### src/rtl/bcd_addsub_seq.sv
// -----------------------------------------------------------------------------
// bcd_addsub_seq
// Digit-serial N-digit BCD add/subtract engine with a start/done handshake.
// Processes one BCD digit per clock, LSD first. A negative difference is
// left in ten's-complement form after the first pass. A second digit-serial
// pass turns it back into a magnitude, and the sign is reported as
// minus = 4'd15.
//
// Ports:
//   clk       system clock, rising edge
//   rst       synchronous active-high reset
//   start     begin an operation (accepted only in IDLE)
//   mode      0 = a+b, 1 = a-b (latched with start)
//   a, b      packed BCD operands, digit 0 in bits [3:0] (latched with start)
//   busy      high while digits are being processed
//   done      one-cycle pulse when result/minus/overflow/err update
//   result    BCD magnitude of the last result
//   minus     4'd15 for a negative result, else 4'd0
//   overflow  carry out of the top digit on add
//   err       last operation saw an operand digit > 9
// -----------------------------------------------------------------------------
module bcd_addsub_seq #(
    parameter int DIGITS = 4
) (
    input  logic                clk,
    input  logic                rst,
    input  logic                start,
    input  logic                mode,
    input  logic [4*DIGITS-1:0] a,
    input  logic [4*DIGITS-1:0] b,
    output logic                busy,
    output logic                done,
    output logic [4*DIGITS-1:0] result,
    output logic [3:0]          minus,
    output logic                overflow,
    output logic                err
);

    localparam int W  = 4 * DIGITS;
    localparam int IW = $clog2(DIGITS + 1);

    typedef enum logic [1:0] {IDLE, CALC, FIX, DONE} state_t;

    state_t        state_q;
    logic [W-1:0]  a_q, b_q, raw_q;
    logic          mode_q, cy_q, neg_q, serr_q;
    logic [IW-1:0] idx_q;

    // Single-digit add/subtract slice. In FIX it computes 0 - raw_k - br.
    logic [3:0] x_d, y_d, dig_d;
    logic [4:0] s_d, adj_d;
    logic       cy_d, sub_d, bad_d, last_d;

    always_comb begin
        x_d    = (state_q == FIX) ? 4'd0 : a_q[3:0];
        y_d    = (state_q == FIX) ? raw_q[3:0] : b_q[3:0];
        sub_d  = (state_q == FIX) || mode_q;
        bad_d  = (a_q[3:0] > 4'd9) || (b_q[3:0] > 4'd9);
        last_d = (idx_q == IW'(DIGITS - 1));
        s_d    = 5'd0;
        adj_d  = 5'd0;
        cy_d   = 1'b0;
        dig_d  = 4'd0;
        if (sub_d) begin
            // Bit 4 is the sign of the 5-bit difference, so it is the borrow.
            s_d   = {1'b0, x_d} - {1'b0, y_d} - {4'd0, cy_q};
            cy_d  = s_d[4];
            adj_d = s_d + 5'd10;
            dig_d = cy_d ? adj_d[3:0] : s_d[3:0];
        end else begin
            s_d   = {1'b0, x_d} + {1'b0, y_d} + {4'd0, cy_q};
            cy_d  = (s_d > 5'd9);
            adj_d = s_d - 5'd10;
            dig_d = cy_d ? adj_d[3:0] : s_d[3:0];
        end
    end

    always_ff @(posedge clk) begin
        if (rst) begin
            state_q  <= IDLE;
            a_q      <= '0;
            b_q      <= '0;
            raw_q    <= '0;
            mode_q   <= 1'b0;
            cy_q     <= 1'b0;
            neg_q    <= 1'b0;
            serr_q   <= 1'b0;
            idx_q    <= '0;
            busy     <= 1'b0;
            done     <= 1'b0;
            result   <= '0;
            minus    <= 4'd0;
            overflow <= 1'b0;
            err      <= 1'b0;
        end else begin
            done <= 1'b0;
            case (state_q)
                IDLE: begin
                    busy <= 1'b0;
                    if (start) begin
                        a_q     <= a;
                        b_q     <= b;
                        mode_q  <= mode;
                        cy_q    <= 1'b0;
                        neg_q   <= 1'b0;
                        serr_q  <= 1'b0;
                        idx_q   <= '0;
                        state_q <= CALC;
                    end
                end
                CALC: begin
                    busy  <= 1'b1;
                    a_q   <= a_q >> 4;
                    b_q   <= b_q >> 4;
                    // New digit enters at the top so that after DIGITS shifts
                    // digit 0 sits in bits [3:0].
                    raw_q <= (raw_q >> 4) | (W'(dig_d) << (W - 4));
                    cy_q  <= cy_d;
                    idx_q <= idx_q + 1'b1;
                    if (bad_d) serr_q <= 1'b1;
                    if (last_d) begin
                        idx_q <= '0;
                        if (mode_q && cy_d) begin
                            cy_q    <= 1'b0;
                            state_q <= FIX;
                        end else begin
                            state_q <= DONE;
                        end
                    end
                end
                FIX: begin
                    busy  <= 1'b1;
                    raw_q <= (raw_q >> 4) | (W'(dig_d) << (W - 4));
                    cy_q  <= cy_d;
                    idx_q <= idx_q + 1'b1;
                    if (last_d) begin
                        idx_q   <= '0;
                        neg_q   <= 1'b1;
                        state_q <= DONE;
                    end
                end
                DONE: begin
                    busy <= 1'b0;
                    done <= 1'b1;
                    err  <= serr_q;
                    if (serr_q) begin
                        result   <= '0;
                        minus    <= 4'd0;
                        overflow <= 1'b0;
                    end else begin
                        result   <= raw_q;
                        minus    <= neg_q ? 4'd15 : 4'd0;
                        overflow <= !mode_q && cy_q;
                    end
                    state_q <= IDLE;
                end
                default: state_q <= IDLE;
            endcase
        end
    end

endmodule

### config.mk
export PLATFORM = sky130hd
export DESIGN_NAME = bcd_addsub_seq
export DESIGN_NICKNAME = d
export VERILOG_FILES = /design/src/rtl/bcd_addsub_seq.sv
export SDC_FILE = /design/constraint.sdc
export NUM_CORES = 1
export LEC_CHECK = 0
export CORE_UTILIZATION = 45
export DETAILED_ROUTE_END_ITERATION = 8
export DONT_BUFFER_PORTS = 1
export GPL_TIMING_DRIVEN = 0
export PLACE_DENSITY_LB_ADDON = 0.25
export SYNTH_ARGS = -nofsm -noshare
export SYNTH_HDL_FRONTEND = slang
export SYNTH_SLANG_ARGS = --single-unit
export TNS_END_PERCENT = 5
### constraint.sdc
create_clock -name clk -period 2.81 [get_ports clk]
set_input_delay 0.281 -clock clk [delete_from_list [all_inputs] [get_ports clk]]
set_output_delay 0.281 -clock clk [all_outputs]
set_load 0.02 [all_outputs]
---- Yosys cells after proc, flatten, opt, wreduce, memory -nomap -nowiden ----
Index checks and enable logic that the tools add are counted.
word-level totals
  output and inout port bits .............. 24
  register bits ........................... 81
  input bits .............................. 36
  logic and storage cells ................. 85
operators by class
  equality and inequality tests ........... 8
  reduce and logical (&&, ||, !) cells .... 19
  $add $sub $neg .......................... 7
  muxes and demuxes ....................... 32
  order comparisons ....................... 3
  bitwise gates (word level) .............. 1
operators with widths
  operator                                                        number
  one-hot mux 16 bit (2 select lines)                             2
  two-way mux 16 bit                                              3
  two-way mux 4 bit                                               7
  bitwise OR 12 x 16 -> 16 bit                                    1
  two-way mux 1 bit                                               9
  AND reduction 3 bit                                             3
  greater-than comparator 4 bit (second input constant)           2
  inequality test 2 bit (second input constant)                   4
  one-hot mux 2 bit (4 select lines)                              1
  AND reduction 2 bit                                             4
  two-way mux 2 bit                                               3
  two-way mux 3 bit                                               2
  one-hot mux 1 bit (2 select lines)                              3
  one-hot mux 3 bit (2 select lines)                              1
  nonzero test 2 bit                                              3
  adder 4 x 4 -> 5 bit                                            1
  adder 5 x 1 -> 5 bit                                            1
  greater-than comparator 5 x 4 -> 1 bit (second input constant)  1
  subtractor 4 x 4 -> 5 bit                                       1
  subtractor 5 x 1 -> 5 bit                                       1
  adder 4 bit (second input constant)                             1
  equality test 2 bit (second input constant)                     2
  OR reduction 2 bit                                              2
  subtractor 4 bit (second input constant)                        1
  9 further kinds                                                 11

---- Longest topological paths before layout ----
  depth in word-level cells ............... 10
  gate-level depth with buffers ........... 16
  mapped depth without buffers ............ 14

---- Worst setup path after synthesis ----
OpenSTA, ideal clock, no wires.
  path type ............................... register to register
  start ................................... register state_q[0]
  end ..................................... register raw_q[13]
  setup slack ............................. -0.222 ns
  path buffers ............................ 2
  cell stages (with the launch flop) ...... 16
  data required time ...................... 2.731 ns
  setup time .............................. 0.079 ns
  arrival ................................. 2.952 ns
  period minus slack after synthesis ...... 3.032 ns
  cell sequence ........................... dfxtp_1 inv_1 ha_1 buf_6 clkbuf_1 o21ai_0 ha_1 a21oi_1 fa_1 xnor2_1 inv_1 ha_1 a21boi_0 o21a_1 a21oi_1 a211oi_2
between the ends
  longest elaborated chain between the ends .. 8
  elaborated cells on any way between the ends .. 17
  those cells by class .................... 6 x add/sub; 1 x order compare; 2 x eq/ne; 5 x mux; 1 x bitwise; 2 x reduce/logical
ends and longest elaborated chain
  what                                                               line      RTL
  start: declaration                                                 44        state_t state_q;
  start signal: assignment                                           80        state_q <= IDLE;
  start signal: assignment                                           108       state_q <= CALC;
  start signal: assignment                                           125       state_q <= FIX;
  equality test 2 bit                                                -
  two-way mux 4 bit (on tied branches)                               55, 56
  adder 4 x 4 -> 5 bit or subtractor 4 x 4 -> 5 bit (tied branches)  71, 66
  adder 5 x 1 -> 5 bit or subtractor 5 x 1 -> 5 bit (tied branches)  71, 66
  subtractor 4 bit, or another cell as far along                     73        adj_d = s_d - 5'd10;
  two-way mux 4 bit (on tied branches)                               74, 69
  two-way mux 4 bit                                                  64        if (sub_d) begin
  bitwise OR 12 x 16 -> 16 bit                                       117, 133
  end signal: assignment                                             117       raw_q <= (raw_q >> 4) | (W'(dig_d) << (W - 4));
  end signal: assignment                                             133       raw_q <= (raw_q >> 4) | (W'(dig_d) << (W - 4));
  end: declaration                                                   45        logic [W-1:0] a_q, b_q, raw_q;
Parallel ways exist; a longest one is shown, timed or not.
A chain may end at the register's enable or synchronous reset.

---- Worst setup path in the final report ----
  start ................................... register state_q[0]
  end ..................................... register raw_q[15]
Same word-level chain as after synthesis.

==> out/results.ini <==
[status]
status = finished, violations left
violations = setup timing

[clocking]
htree_levels = 3
cts_made_buffers = 9
hold_buffers = 0
cts.sinks = 78
cts_buffer_depth = 2
clk_pin_slew_worst_paths_ns = 0.09
cts_root_buf = clkbuf_8
clk_latency_ns = 0.35
cts_tree = yes

[setup_path]
setup.worst_path.start_class = flop
worstPathArrival_ns = 3.14
r2r_cells = 13
critPathCapture = raw_q[15]
setup.worst_path.start = state_q[0]
r2r_start = state_q[0]
endpoint_kind = flop
r2r_slack_ns = -0.07
path_class = reg2reg
reg2reg_to = raw_q[15]
worstPathRequired_ns = 3.07
crit_path_max_fanout = 5

[timing]
maxSlewHeadroom_pct = 50.42
worst_pin_slew_ns = 0.7359
fmax_mhz = 347.7
fin_tns_setup_ns = -0.06592
fin_ws_ns = -0.06592
timing.final.crit_share_pct = 102.3
fin_worst_skew_ns = 0.01242
drv_slew = 0
hold_viol = 0
period_needed_ns = 2.876
rsz0062_at_grt = true
setup_viol = 1

[routing]
drt-initial-drc-count = 124
vias = 3112
ant_nets = 0
via_per_inst = 5.508
finalWirelength_um = 9312
drc = 0
wire_per_inst_um = 16.48
firstDrtPassIters = 4

[worst_hold_path]
hold_depth = 2
hp-class = in2reg

[pwr]
seq_power_share_pct = 27.0
p_leak_nw = 1.680
finalPower_w = 0.005681
clkPwrFrac_pct = 16.6
comb_power_share_pct = 56.4
swShare_pct = 41.10
p_int_w = 0.003346
ir_worst_vdd_uv = 558.2
p_switching_w = 0.002335
p_per_area_nw_per_um2 = 1255

[logic_synthesis]
yosysMostFrequentCell = dfxtp_1
synth_area_leaders = dfxtp_1, mux2i_1, nor2_1, ha_1, a211oi_1
netlist_area_sq_um = 3890
synth-seq-cells = 78
synth_edf_count = 0
syn_avg_cell_area_sq_um = 8.984
synth_area_leader_cell = dfxtp_1
yosysTopAreaCellShare_pct = 40.14
syn_nets = 488
synth_common_cells = dfxtp_1, nor2_1, mux2i_1
ys.flop_type = dfxtp_1
ys_warn_count = 0
postSynth.asyncResetShare_pct = 0
synthCells = 433
ys_seq_area_share_pct = 40.14
ys_types = 44

[job]
drv_cap = 0

[placement]
dp_hpwl_um = 6717
port_buffers = 0
dp_slack_ns = -0.3467
place.gp.congestion = 0.7791

[finish]
nNetsFinal = 510
drive_gt1_share_pct = 14.78
syn_to_final_growth_pct = 16.34
antenna_cells = 0

[global_routing]
grt_overflow_total = 0
grt_pass1_vias = 3116
grt_max_degree = 14
antenna_found_initial = 0
gr-usage-all-layers_pct = 22.70
grt_pass1_wl_um = 15440

[floorplan]
start_util_pct = 46.87
die_area_sq_um = 9020
core_area_sq_um = 8299
die_w_um = 94.98
pin_count = 60
num_rows = 33
die_y_um = 94.98

[registers in the layout (all words and copies together) (netlist names)]
signal / flops
a_q: 16
b_q: 16
raw_q: 16
result: 16
idx_q: 3
state_q: 2
busy: 1
cy_q: 1
done: 1
err: 1
minus: 1
mode_q: 1
neg_q: 1
overflow: 1
serr_q: 1
[how the worst min path moves through the flow]
stage / start / endpoint / slack (ns)
floorplan: mode / mode_q / 0.43
global placement: mode / mode_q / 0.44
detailed placement: mode / mode_q / 0.44
CTS: mode / mode_q / 0.08
global route: a[14] / a_q[14] / 0.08
finish: b[12] / b_q[12] / 0.09
[layer usage]
layer	up-vias	global-route usage (%)	part of all wire, %
li1	1542	-	-
met1	1477	27.95	44
met2	81	37.47	48
met3	12	6.924	6.0
met4	0	7.702	1.8
met5	-	0	0
[power by group through the flow]
stage | registers, W | clock network [W] | logic [W]
detailed placement | 0.00155 | 0 | 0.00263
global route | 0.00157 | 0.00101 | 0.00354
CTS | 0.00153 | 0.000958 | 0.00296
global placement | 0.00154 | 0 | 0.00254
floorplan | 0.00148 | 0 | 0.00212
finish | 0.00153 | 0.000945 | 0.00320
[logic make-up after synthesis]
| logic type | synth area share, % |
|---|---|
| fa+ha+maj | 6.497 |
| mux | 11.19 |
| compound gates | 15.57 |
| simple gates | 19.46 |
| buf+inv | 5.339 |
| flops | 40.14 |
| xor+xnor | 1.801 |
[stage by stage]
step	cell area, sq um	hold WS [ns]	utilization (%)	instances
floorplan	3911	0.4285	-	433
global placement	4043	0.4402	48.71	538
detailed placement	4043	0.4444	48.71	538
CTS	4418	0.07766	53.23	559
global route	4526	0.08330	54.53	565
finish	4526	0.09352	54.53	565
[critical path, stage by stage, from the launching register on]
cell and delay (ns):
dfxtp_4 0.36, inv_4 0.06, ha_4 0.17, mux2i_4 0.25, xnor2_1 0.09, ha_2 0.18, a21o_1 0.17, fa_2 0.41
xnor2_2 0.18, ha_2 0.18, and2b_1 0.20, xnor2_2 0.14, and3_1 0.19, nor4_1 0.21
[cell type report]
type                    instances  area (sq um)
well taps                     105         131.4
flip-flops and latches         78          1569
clock inverters                 5         81.33
fillers                       770          3774
repair buffers                 12         107.6
inverters                      13         51.30
plain buffers                  34         158.9
clock buffers                  11         141.4
multi-input cells             307          2285
[placed cells by master, fill, tap and decap left out, drive strengths merged]
cell type and n:
bufinv 2, o21ai 13, fa 2, a311oi 1, xnor2 8, a22oi 8, a211o 1, o21a 1
nand2b 22, clkinv 1, o31ai 3, and2b 1, and3 2, inv 14, nand3b 17, mux2i 39
buf 21, a31oi 1, nand4b 2, nand3 7, ha 17, mux2 4, nor2 62, or2 1
nor2b 10, or3 1, nor3b 2, nand4 2, o2bb2ai 1, a211oi 26, dfxtp 78, nand2 12
a21oi 34, a21o 1, a21boi 2, clkbuf 36, nor4 1, clkinvlp 1, nor3 3
[timing repair]
action                     4_1_cts  5_1_grt
setup endpoints to repair        5        5
pin swaps                        9       14
resized for setup               21       12
gates cloned                     0        1
buffers inserted                 5        6
Note: power is estimated with default switching activity, not from simulation.
